File: config.mk
export PLATFORM = sky130hd
export DESIGN_NAME = scan_score_display
export DESIGN_NICKNAME = d
export VERILOG_FILES = /design/src/rtl/scan_display_pkg.sv /design/src/rtl/seg7_decode.sv /design/src/rtl/scan_score_display.sv
export SDC_FILE = /design/constraint.sdc
export NUM_CORES = 1
export LEC_CHECK = 0
export ABC_CLOCK_PERIOD_IN_PS = 14080
export CORE_MARGIN = 2
export CORE_UTILIZATION = 33
export CTS_BUF_LIST = sky130_fd_sc_hd__clkbuf_4 sky130_fd_sc_hd__clkbuf_8 sky130_fd_sc_hd__clkbuf_16
export DETAILED_ROUTE_END_ITERATION = 8
export PLACE_DENSITY = 0.57
export SLEW_MARGIN = 20
export SYNTH_ARGS = -nofsm -noshare
export SYNTH_HDL_FRONTEND = slang
export SYNTH_HIERARCHICAL = 1
export SYNTH_SLANG_ARGS = --single-unit
File: constraint.sdc
create_clock -name clk -period 14.08 [get_ports clk]
set_input_delay 1.408 -clock clk [delete_from_list [all_inputs] [get_ports clk]]
set_output_delay 1.408 -clock clk [all_outputs]
set_load 0.1 [all_outputs]
File: src/rtl/scan_display_pkg.sv
// Shared types and active-low seven-segment constants for the score display.
// Segment bit order is {g,f,e,d,c,b,a}; a 0 lights the segment.
package scan_display_pkg;

    typedef logic [3:0] bcd_digit_t;

    localparam logic [6:0] SEG_BLANK = 7'h7F;
    localparam logic [6:0] SEG_0     = 7'h40;
    localparam logic [6:0] SEG_1     = 7'h79;
    localparam logic [6:0] SEG_2     = 7'h24;
    localparam logic [6:0] SEG_3     = 7'h30;
    localparam logic [6:0] SEG_4     = 7'h19;
    localparam logic [6:0] SEG_5     = 7'h12;
    localparam logic [6:0] SEG_6     = 7'h02;
    localparam logic [6:0] SEG_7     = 7'h78;
    localparam logic [6:0] SEG_8     = 7'h00;
    localparam logic [6:0] SEG_9     = 7'h10;

    // Event amounts above a single decimal digit are limited to 9.
    function automatic bcd_digit_t sat_amt(input logic [3:0] amt);
        return (amt > 4'd9) ? 4'd9 : amt;
    endfunction

endpackage

File: src/rtl/seg7_decode.sv
// BCD digit to active-low seven-segment pattern; non-decimal codes show blank.
module seg7_decode
    import scan_display_pkg::*;
(
    input  bcd_digit_t  digit,
    output logic [6:0]  seg
);

    always_comb begin
        seg = SEG_BLANK;
        case (digit)
            4'd0:    seg = SEG_0;
            4'd1:    seg = SEG_1;
            4'd2:    seg = SEG_2;
            4'd3:    seg = SEG_3;
            4'd4:    seg = SEG_4;
            4'd5:    seg = SEG_5;
            4'd6:    seg = SEG_6;
            4'd7:    seg = SEG_7;
            4'd8:    seg = SEG_8;
            4'd9:    seg = SEG_9;
            default: seg = SEG_BLANK;
        endcase
    end

endmodule

File: src/rtl/scan_score_display.sv
// BCD score counter with multiplexed seven-segment scan output.
// Define SCAN_SCORE_DISPLAY_BLANK_EN to blank leading zeros on positions above units.
module scan_score_display
    import scan_display_pkg::*;
#(
    parameter int unsigned DIGITS   = 4,
    parameter int unsigned SCAN_DIV = 50000,
    parameter int unsigned SAT      = 0
) (
    input  logic                  clk,
    input  logic                  rst_n,
    input  logic                  score_inc,
    input  logic [3:0]            inc_amt,
    input  logic                  clr,
    input  logic                  game_end,
    output logic [4*DIGITS-1:0]   bcd,
    output logic                  ovf,
    output logic [DIGITS-1:0]     an,
    output logic [6:0]            seg
);

    localparam int unsigned DivW = (SCAN_DIV > 1) ? $clog2(SCAN_DIV) : 1;
    localparam int unsigned IdxW = (DIGITS > 1) ? $clog2(DIGITS) : 1;
    localparam logic [4*DIGITS-1:0] AllNines = {DIGITS{4'h9}};

    // ---------------------------------------------------------------
    // Score event detection
    // ---------------------------------------------------------------
    logic inc_q;
    logic inc_prev_q;
    logic armed_q;
    logic evt;

    // armed_q stays low until score_inc is seen low after reset, so a level
    // held through reset release never counts as an event.
    always_ff @(posedge clk or negedge rst_n) begin
        if (!rst_n) begin
            inc_q      <= 1'b0;
            inc_prev_q <= 1'b0;
            armed_q    <= 1'b0;
        end else begin
            inc_q      <= score_inc;
            inc_prev_q <= inc_q;
            armed_q    <= armed_q | ~score_inc;
        end
    end

    assign evt = inc_q & ~inc_prev_q & armed_q;

    // ---------------------------------------------------------------
    // Decimal ripple adder
    // ---------------------------------------------------------------
    logic [4*DIGITS-1:0] bcd_q;
    logic [4*DIGITS-1:0] sum;
    logic [3:0]          carry;
    logic [4:0]          dsum;
    logic [4:0]          dwrap;
    logic                wrap;

    always_comb begin
        carry = sat_amt(inc_amt);
        sum   = bcd_q;
        dsum  = '0;
        dwrap = '0;
        for (int k = 0; k < int'(DIGITS); k++) begin
            dsum = {1'b0, bcd_q[4*k +: 4]} + {1'b0, carry};
            if (dsum > 5'd9) begin
                dwrap         = dsum - 5'd10;
                sum[4*k +: 4] = dwrap[3:0];
                carry         = 4'd1;
            end else begin
                sum[4*k +: 4] = dsum[3:0];
                carry         = 4'd0;
            end
        end
        wrap = (carry != 4'd0);
    end

    // ---------------------------------------------------------------
    // Score register: clr beats game_end beats a detected event
    // ---------------------------------------------------------------
    logic ovf_q;

    always_ff @(posedge clk or negedge rst_n) begin
        if (!rst_n) begin
            bcd_q <= '0;
            ovf_q <= 1'b0;
        end else begin
            ovf_q <= 1'b0;
            if (clr) begin
                bcd_q <= '0;
            end else if (evt && !game_end) begin
                if (wrap) begin
                    ovf_q <= 1'b1;
                    bcd_q <= (SAT != 0) ? AllNines : sum;
                end else begin
                    bcd_q <= sum;
                end
            end
        end
    end

    // ---------------------------------------------------------------
    // Scan prescaler and digit index
    // ---------------------------------------------------------------
    logic [DivW-1:0] presc_q;
    logic [IdxW-1:0] idx_q;

    always_ff @(posedge clk or negedge rst_n) begin
        if (!rst_n) begin
            presc_q <= '0;
            idx_q   <= '0;
        end else if (presc_q == DivW'(SCAN_DIV - 1)) begin
            presc_q <= '0;
            idx_q   <= (idx_q == IdxW'(DIGITS - 1)) ? '0 : idx_q + 1'b1;
        end else begin
            presc_q <= presc_q + 1'b1;
        end
    end

    // ---------------------------------------------------------------
    // Digit multiplexer, decoder and anode select
    // ---------------------------------------------------------------
    bcd_digit_t          cur_digit;
    logic [6:0]          dec_seg;
    logic [DIGITS-1:0]   an_d;
    logic                blank_now;

    always_comb begin
        cur_digit = '0;
        an_d      = '1;
        for (int k = 0; k < int'(DIGITS); k++) begin
            if (idx_q == IdxW'(k)) begin
                cur_digit = bcd_q[4*k +: 4];
                an_d[k]   = 1'b0;
            end
        end
    end

`ifdef SCAN_SCORE_DISPLAY_BLANK_EN
    logic [DIGITS-1:0] upper_zero;
    logic              run_zero;

    // upper_zero[k] is set when digit k and every digit above it are zero.
    always_comb begin
        run_zero   = 1'b1;
        upper_zero = '0;
        for (int k = int'(DIGITS) - 1; k >= 0; k--) begin
            run_zero      = run_zero && (bcd_q[4*k +: 4] == 4'd0);
            upper_zero[k] = run_zero;
        end
        blank_now = 1'b0;
        for (int k = 1; k < int'(DIGITS); k++) begin
            if (idx_q == IdxW'(k)) begin
                blank_now = upper_zero[k];
            end
        end
    end
`else
    assign blank_now = 1'b0;
`endif

    seg7_decode u_seg7_decode (
        .digit (cur_digit),
        .seg   (dec_seg)
    );

    logic [DIGITS-1:0] an_q;
    logic [6:0]        seg_q;

    always_ff @(posedge clk or negedge rst_n) begin
        if (!rst_n) begin
            an_q  <= '1;
            seg_q <= SEG_BLANK;
        end else begin
            an_q  <= an_d;
            seg_q <= blank_now ? SEG_BLANK : dec_seg;
        end
    end

    assign bcd = bcd_q;
    assign ovf = ovf_q;
    assign an  = an_q;
    assign seg = seg_q;

endmodule

==> results.yml, run 1 <==
status:
  status: "completed"
clock_network:
  numCtsBuffers: 5
  cts_root_buf: "clkbuf_8"
  cts_resized: 0
  hold_buffers: 0
  cts_tree: "done"
  clock_latency_ns: 0.31
  cts_buffer_depth: 2
  post-cts-setup-buffers: 0
  clkTransAtPathRegs_ns: 0.10
  cts_num_sinks: 49
  htreeDepth: 2
floorplanning:
  die_height_um: 99.10
  io_pins: 37
  initial_core_util_pct: 34.05
  dieArea_um2: 9820
  rows: 34
  core-area_um2: 8763
  die_x_um: 99.10
yosys:
  yosys.area.top_type: "dfrtp_1"
  syn_inst: 317
  avgSynthCellArea_um2: 9.414
  syn_area_um2: 2984
  ys_async_sr_fraction_pct: 100.0
  synth_cell_type_count: 52
  synth-edff-count: 0
  yosysWarnings: 6
  ys_ff_latch: 49
  synth_top_area_share_pct: 31.87
  synth.area.top_cells: "dfrtp_1 32%, dfstp_2 9.7%, ha_1 9.6%"
  ys_seq_area_share_pct: 41.55
  synth_ff_type: "dfrtp_1"
  synthesis.nets: 350
timing:
  relSlewSlack_pct: 34.47
  fmax_mhz: 148.2
  skew_ns: 0.002964
  setup_violations: 0
  finalHoldViolCount: 0
  rsz0062_at_grt: "false"
  finalCriticalPeriod_ns: 6.749
  maxSlewViolCount: 0
  finalCritPeriodShare_pct: 47.94
  fin_setup_tns_ns: 0
  tightest_slew_ns: 0.9798
routing:
  dr.pass1.iters: 4
  totalWireLength_mm: 6.206
  via_count: 2305
  routed_via_density: 5.044
  drtIter0Drc: 88
  ant_nets: 0
  drc: 0
  wl_per_cell_um: 13.58
worst_setup_path:
  cp-startpoint: "inc_amt[3]"
  crit_fanout: 6
  criticalPathCategory: "input pin to register"
  crit_path_start_kind: "input pin"
  required_ns: 14.29
  cp-end-kind: "register"
  worst_r2r_startpoint: "bcd[0]"
  worstPathArrival_ns: 6.96
final_layout:
  multi_input_area_um2: 1593
  layout_common_cells: "38 x dfrtp_1, 35 x clkdlybuf4s50_1, 27 x nor2_1"
  seq_area_um2: 1240
  syn2layout_area_growth_pct: 17.95
  drive_above_1_share_pct: 10.03
  final_core_util_pct: 40.16
  nets: 381
  layout_commonest_cell: "dfrtp_1"
  fillers: 885
  n_antenna_cell: 0
place:
  io_buffers: 36
  dpl.hpwl_mm: 4.397
  place_congestion: 0.8080
grt:
  track_usage_pct: 12.99
  antenna_found_initial: 0
  grt_max_degree: 50
  grt_pass1_wl_mm: 10.51
  grt_pass1_vias: 2214
  grt_overflow: 0
power:
  vdd_drop_max_uv: 38.22
  power_leakage_nw: 1.461
  powerDensity_nw_per_um2: 84.12
hold_path:
  min_from: "inc_q"
  hp-class: "register to register"
job:
  max_cap_viol_count: 0
-- layout make-up --
| cell class | count | area share [%] |
|---|---|---|
| clock buffer | 5 | 1.955 |
| clock inverter | 3 | 0.7465 |
| timing repair buffer | 39 | 10.74 |
| inverter | 21 | 2.240 |
| multi-input combinational | 232 | 45.25 |
| tap | 108 | 3.839 |
| sequential | 49 | 35.23 |
-- path summary, 6_finish.rpt --
kind                       slack [ns]  depth (start not counted)          end
min in group asynchronous        1.18                          2  presc_q[13]
hold reg to reg                  0.42                          0   inc_prev_q
setup reg to reg                 8.63                         23      bcd[13]
setup / recovery                 7.33                         26      bcd[13]
hold / removal                   0.42                          0   inc_prev_q
max in group asynchronous       12.48                          2       bcd[9]
-- per-layer routing --
metal  track usage, %  part of all wire, %  vias up
li1                 -                    -     1156
met1            17.91                   47     1100
met2            20.74                   49       43
met3            2.249                  3.3        6
met4            4.426                 0.81        0
met5                0                    0        -
-- cell usage after synthesis (2+ instances only) --
library cell	instances
a211oi_1	6
nand3_1	14
clkbuf_1	6
buf_2	6
inv_1	21
a21oi_2	2
a21oi_1	18
or2_1	2
nor2b_1	5
nor3b_1	2
xnor2_1	14
and4_1	2
a31oi_1	6
or2b_1	2
o21ai_0	19
nor2_1	27
dfstp_2	11
mux2i_1	2
nand2b_1	9
nand4_1	4
dfrtp_1	38
mux2_2	3
nand2_1	25
nor3_1	7
a21o_1	3
and3_1	4
a221o_1	3
xor2_1	9
ha_1	23
nor3_2	2
-- cell families (layout without fill, tap and decap cells) --
family / count (synthesis) / in the layout / synth area share, %
and+or+nand+nor: 110 / 110 / 18.66
AOI/OAI and AO/OA: 69 / 69 / 15.35
DFF: 49 / 49 / 41.55
buffers and inverters: 36 / 68 / 5.073
adders and majority gates: 24 / 24 / 10.31
xor gates and xnor gates: 23 / 23 / 6.751
muxes: 6 / 6 / 2.306
-- registers in the layout (all words and copies together), names as in the netlist --
register	flops
inc_q	1
presc_q	16
ovf	1
bcd	16
armed_q	1
idx_q	2
seg	7
an	4
inc_prev_q	1
-- power by group --
part	switching, W	total, W	internal, W	leakage (nW)
sequential	0.00000259	0.000148	0.000146	0.619
combinational	0.0000419	0.0000579	0.0000160	0.800
clock	0.0000536	0.0000898	0.0000362	0.0423
total	0.0000981	0.000296	0.000198	1.46
-- stage by stage --
stage	total power, W	hold WS, ns	cells	setup WS (ns)	area (um2)
final	0.0002961	0.4210	457	7.331	3520
after detailed placement	0.0002096	0.4018	449	7.032	3425
after global routing	0.0003111	0.4316	457	6.924	3520
after floorplan	0.0001937	0.3744	317	8.003	2984
after CTS	0.0002997	0.4257	457	7.363	3520
after global placement	0.0002092	0.3877	449	7.246	3425
-- worst max-delay path, cell delays in order --
cell and delay [ns]:
clkdlybuf4s50_1 0.51, o21ai_0 0.10, nand2b_1 0.08, ha_1 0.17, inv_1 0.06, fa_1 0.39, xor2_1 0.39, nand2_1 0.10
a21o_1 0.16, ha_1 0.22, ha_1 0.27, mux2_2 0.31, o221ai_2 0.23, inv_1 0.07, ha_1 0.24, ha_1 0.36
nand2b_1 0.12, a31oi_1 0.09, nor3_2 0.33, ha_1 0.28, ha_1 0.30, inv_1 0.16, a21oi_1 0.09, o22ai_1 0.22
xnor2_1 0.09, a211oi_1 0.22
Note: power is estimated with default switching activity, not from simulation.
==> run 2, diff against run 1 <==
ABC_CLOCK_PERIOD_IN_PS = 5400   (was 14080)
PLACE_DENSITY = 0.59   (was 0.57)
clock period = 5.4 ns   (was 14.08 ns; I/O delays follow)
==> run 2 against run 1 <==
Against the previous run:
- core utilization increased by 2.7 points
- hold slack got worse by 0.086 ns
- clock-buffer cell count is the same
- sequential power rose to 2.6 times the previous value
- global-route usage up 0.50 points
- routed wire length up 1.3%
- critical path type unchanged
- highest routed layer is now met3
==> results.yml, run 2 (same netlist as run 1, synthesis figures left out) <==
clock_network:
  cts_root_buf: "clkbuf_8"
  cts_tree: "done"
  clock_latency_ns: 0.30
  clkTransAtPathRegs_ns: 0.10
  cts_num_sinks: 49
  numCtsBuffers: 5
  hold_buffers: 0
  cts_buffer_depth: 2
  htreeDepth: 2
final_layout:
  nets: 400
  layout_commonest_cell: "dfrtp_1"
  fillers: 850
  n_antenna_cell: 0
  layout_common_cells: "36 x dfrtp_1, 35 x clkdlybuf4s50_1, 27 x nor2_1"
  seq_area_um2: 1242
  multi_input_area_um2: 1639
  drive_above_1_share_pct: 17.93
  syn2layout_area_growth_pct: 25.79
  fin_cells: 476
routing:
  drtIter0Drc: 67
  wl_per_cell_um: 13.21
  totalWireLength_mm: 6.286
  via_count: 2355
  ant_nets: 0
  dr.pass1.iters: 4
  routed_via_density: 4.947
  drc: 0
worst_setup_path:
  crit_path_start_kind: "input pin"
  worstPathArrival_ns: 5.22
  crit_fanout: 4
  criticalPathCategory: "input pin to register"
  cp-end-kind: "register"
  required_ns: 5.59
timing:
  finalHoldViolCount: 0
  finalCriticalPeriod_ns: 5.028
  fmax_mhz: 198.9
  tightest_slew_ns: 0.9887
  setup_slack_ns: 0.3718
  rsz0062_at_grt: "false"
  setup_violations: 0
  relSlewSlack_pct: 33.88
  finalCritPeriodShare_pct: 93.11
  holdWs_ns: 0.3346
  skew_ns: 0.006930
  maxSlewViolCount: 0
grt:
  grt_pass1_wl_mm: 10.85
  grt_max_degree: 50
  grt_pass1_vias: 2340
  track_usage_pct: 13.49
  grt_overflow: 0
  antenna_found_initial: 0
floorplanning:
  die_height_um: 99.10
  rows: 34
  initial_core_util_pct: 34.05
  die_x_um: 99.10
  dieArea_um2: 9820
  core-area_um2: 8763
  io_pins: 37
hold_path:
  hp-class: "input pin to async pin"
place:
  io_buffers: 36
  place_ws_ns: -0.2083
  dp_cells: 468
  dpl.hpwl_mm: 4.550
  place_congestion: 0.8329
status:
  status: "completed"
job:
  max_cap_viol_count: 0
power:
  vdd_drop_max_uv: 111.4
  power_leakage_nw: 1.589
  powerDensity_nw_per_um2: 230.1
-- run 2: path summary, 6_finish.rpt --
| path | end | startpoint | slack (ns) | depth (start not counted) |
|---|---|---|---|---|
| worst max-delay path | bcd[13] | inc_amt[3] | 0.37 | 27 |
| worst min-delay path | presc_q[13] | rst_n | 0.33 | 2 |
| worst max register to register | bcd[13] | bcd[0] | 0.85 | 24 |
| worst min register to register | inc_prev_q | inc_q | 0.41 | 0 |
| max in group asynchronous | bcd[0] | rst_n | 4.62 | 2 |
| min in group clk | inc_prev_q | inc_q | 0.41 | 0 |
-- run 2: critical path: stages --
cell and delay (ns):
clkdlybuf4s50_1 0.51, o21ai_0 0.10, nand2b_1 0.08, ha_1 0.17, inv_1 0.06, fa_2 0.36
nor2b_1 0.13, o21ai_1 0.08, nand2_1 0.09, a21o_1 0.09, ha_1 0.15, ha_2 0.19
mux2_2 0.34, o221ai_2 0.19, inv_1 0.07, ha_1 0.20, ha_1 0.30, or2_1 0.26
a21oi_2 0.15, nor3_2 0.06, ha_2 0.20, ha_4 0.28, inv_2 0.05, a21oi_2 0.14
o22ai_2 0.10, xnor2_1 0.14, a211oi_1 0.20
-- run 2: per-stage QoR --
step                setup TNS (ns)  power (W)  cell area, um2  utilization (%)
detailed placement         -0.5293  0.0005540            3570            40.73
CTS                              0  0.0008761            3707            42.30
finish                           0  0.0008638            3754            42.83
floorplan                        0  0.0005053            2987                -
global route                     0  0.0009037            3754            42.83
global placement          -0.02077  0.0005518            3570            40.73
-- run 2: power breakdown --
group / internal [W] / leakage [nW] / switching [W]
clock network: 0.000187 / 0.0687 / 0.000130
registers: 0.000380 / 0.616 / 0.00000681
logic: 0.0000488 / 0.904 / 0.000112
total: 0.000615 / 1.59 / 0.000248
-- run 2: layout make-up --
type / count / share of cell area [%]
Inverter: 21 / 2.100
Timing Repair Buffer: 58 / 13.87
Tap cell: 108 / 3.600
Multi-Input combinational cell: 232 / 43.67
Clock buffer: 5 / 1.833
Sequential cell: 49 / 33.10
Clock inverter: 3 / 1.833
-- run 2: routing by layer --
metal  part of all wire (%)  up-vias  GRT usage, %
li1                       -     1202             -
met1                     48     1120         18.11
met2                     50       33         22.66
met3                    2.5        0         2.319
met4                      0        0         3.477
met5                      0        -             0
-- run 2: timing repair --
item                                    in CTS  in global routing
resized for setup                            0                 10
buffers inserted                             0                  0
endpoints found under the setup margin       0                  4
endpoints found under the hold margin        0                  0
==> run 3, diff against run 2 <==
ABC_CLOCK_PERIOD_IN_PS = default   (was 5400)
CORE_UTILIZATION = 47   (was 33)
CTS_BUF_LIST = default   (was sky130_fd_sc_hd__clkbuf_4 sky130_fd_sc_hd__clkbuf_8 sky130_fd_sc_hd__clkbuf_16)
PLACE_DENSITY = 0.77   (was 0.59)
==> run 3 against run 2 <==
Against the previous run:
- via count grew 3.5%
- core utilization grew 16 points
- critical path depth is the same
- final cell count shrank 6.9%
- cell area shrank 2.8%
- non-clock buffer count shrank 2
- clock-buffer cell count is the same
- hold slack lost 0.022 ns
- critical endpoint unchanged
==> results.yml, run 3 (same netlist as run 1, synthesis figures left out) <==
final_layout:
  nets: 398
  fillers: 567
  layout_commonest_cell: "dfrtp_1"
  drive_above_1_share_pct: 16.94
  seq_area_um2: 1242
  syn2layout_area_growth_pct: 22.26
  n_antenna_cell: 0
  design_area_um2: 3649
  layout_common_cells: "36 x dfrtp_1, 35 x clkdlybuf4s50_1, 27 x nor2_1"
  final_core_util_pct: 58.46
  multi_input_area_um2: 1632
hold_path:
  hp-class: "input pin to async pin"
clock_network:
  cts_buffer_depth: 2
  htreeDepth: 2
  clock_latency_ns: 0.31
  cts_root_buf: "clkbuf_8"
  cts_tree: "done"
  numCtsBuffers: 5
  clkTransAtPathRegs_ns: 0.10
  post-cts-setup-buffers: 0
  cts_num_sinks: 49
routing:
  routed_via_density: 5.501
  totalWireLength_mm: 6.154
  wl_per_cell_um: 13.89
  via_count: 2437
  ant_nets: 0
  drtIter0Drc: 122
  dr.pass1.iters: 4
  drc: 0
grt:
  track_usage_pct: 18.52
  grt_pass1_wl_mm: 10.70
  grt_overflow: 0
  grt_max_degree: 50
  grt_pass1_vias: 2422
  antenna_found_initial: 0
floorplanning:
  dieArea_um2: 7002
  core-area_um2: 6241
  die_x_um: 83.68
  io_pins: 37
  initial_core_util_pct: 47.81
  rows: 29
  die_height_um: 83.68
timing:
  finalHoldViolCount: 0
  skew_ns: 0.01048
  tightest_slew_ns: 1.064
  holdWs_ns: 0.3130
  fmax_mhz: 198.0
  setup_violations: 0
  finalCritPeriodShare_pct: 93.51
  fin_setup_tns_ns: 0
  relSlewSlack_pct: 28.34
  rsz0062_at_grt: "false"
  finalCriticalPeriod_ns: 5.049
  maxSlewViolCount: 0
worst_setup_path:
  criticalPathCategory: "input pin to register"
  cp-startpoint: "inc_amt[1]"
  cp_num_buf_inv: 4
  cp_slowest_stage_delay_ns: 0.49
  worst_r2r_startpoint: "bcd[1]"
  crit_path_start_kind: "input pin"
  cp_slowest_cell: "clkdlybuf4s50_1"
  required_ns: 5.61
  crit_fanout: 3
  worstPathArrival_ns: 5.26
  cp-end-kind: "register"
  cp_common_cell: "ha_1"
  crit_family: "adder cells"
job:
  max_cap_viol_count: 0
place:
  place_congestion: 0.8359
  dpl.hpwl_mm: 4.439
  placed_cell_area_um2: 3516
  io_buffers: 36
power:
  powerDensity_nw_per_um2: 212.0
  power_leakage_nw: 1.555
  vdd_drop_max_uv: 161.5
status:
  status: "completed"
[run 3: final timing paths]
kind	endpoint	slack, ns	cells after the start
max	bcd[13]	0.35	27
min	presc_q[13]	0.31	2
min reg2reg	inc_prev_q	0.41	0
max in group asynchronous	bcd[0]	4.64	2
min in group clk	inc_prev_q	0.41	0
max reg2reg	bcd[13]	0.79	22
[run 3: where the power goes]
| part | internal, W | leakage, nW | switching [W] |
|---|---|---|---|
| Sequential | 0.000380 | 0.616 | 0.00000698 |
| Combinational | 0.0000483 | 0.893 | 0.000112 |
| Clock | 0.0000946 | 0.0452 | 0.000131 |
[run 3: routing by layer]
layer / vias to the layer above / global-route usage [%] / wire length (um)
li1: 1195 / - / -
met1: 1181 / 23.72 / 2807
met2: 54 / 31.42 / 3039
met3: 7 / 3.363 / 239
met4: 0 / 6.598 / 68
met5: - / 0 / 0
[run 3: final cells by class]
cell class / instances / share of cell area [%]
Multi-Input combinational cell: 232 / 44.72
Clock inverter: 3 / 0.6859
Clock buffer: 5 / 1.886
Tap cell: 77 / 2.641
Inverter: 21 / 2.160
Sequential cell: 49 / 34.05
Timing Repair Buffer: 56 / 13.85
[run 3: timing repair]
| action | in CTS | in global routing |
|---|---|---|
| endpoints found under the setup margin | 0 | 4 |
| hold buffers | 0 | 0 |
| resized for setup | 0 | 8 |
[run 3: metrics by stage]
step,std cells,total power (W),setup WS (ns)
6_report,443,0.0007733,0.3505
5_1_grt,443,0.0008108,0.02565
4_1_cts,443,0.0007796,0.1609
3_5_place_dp,435,0.0005528,-0.1419
3_3_place_gp,435,0.0005487,0.03834
2_1_floorplan,317,0.0005053,0.06697
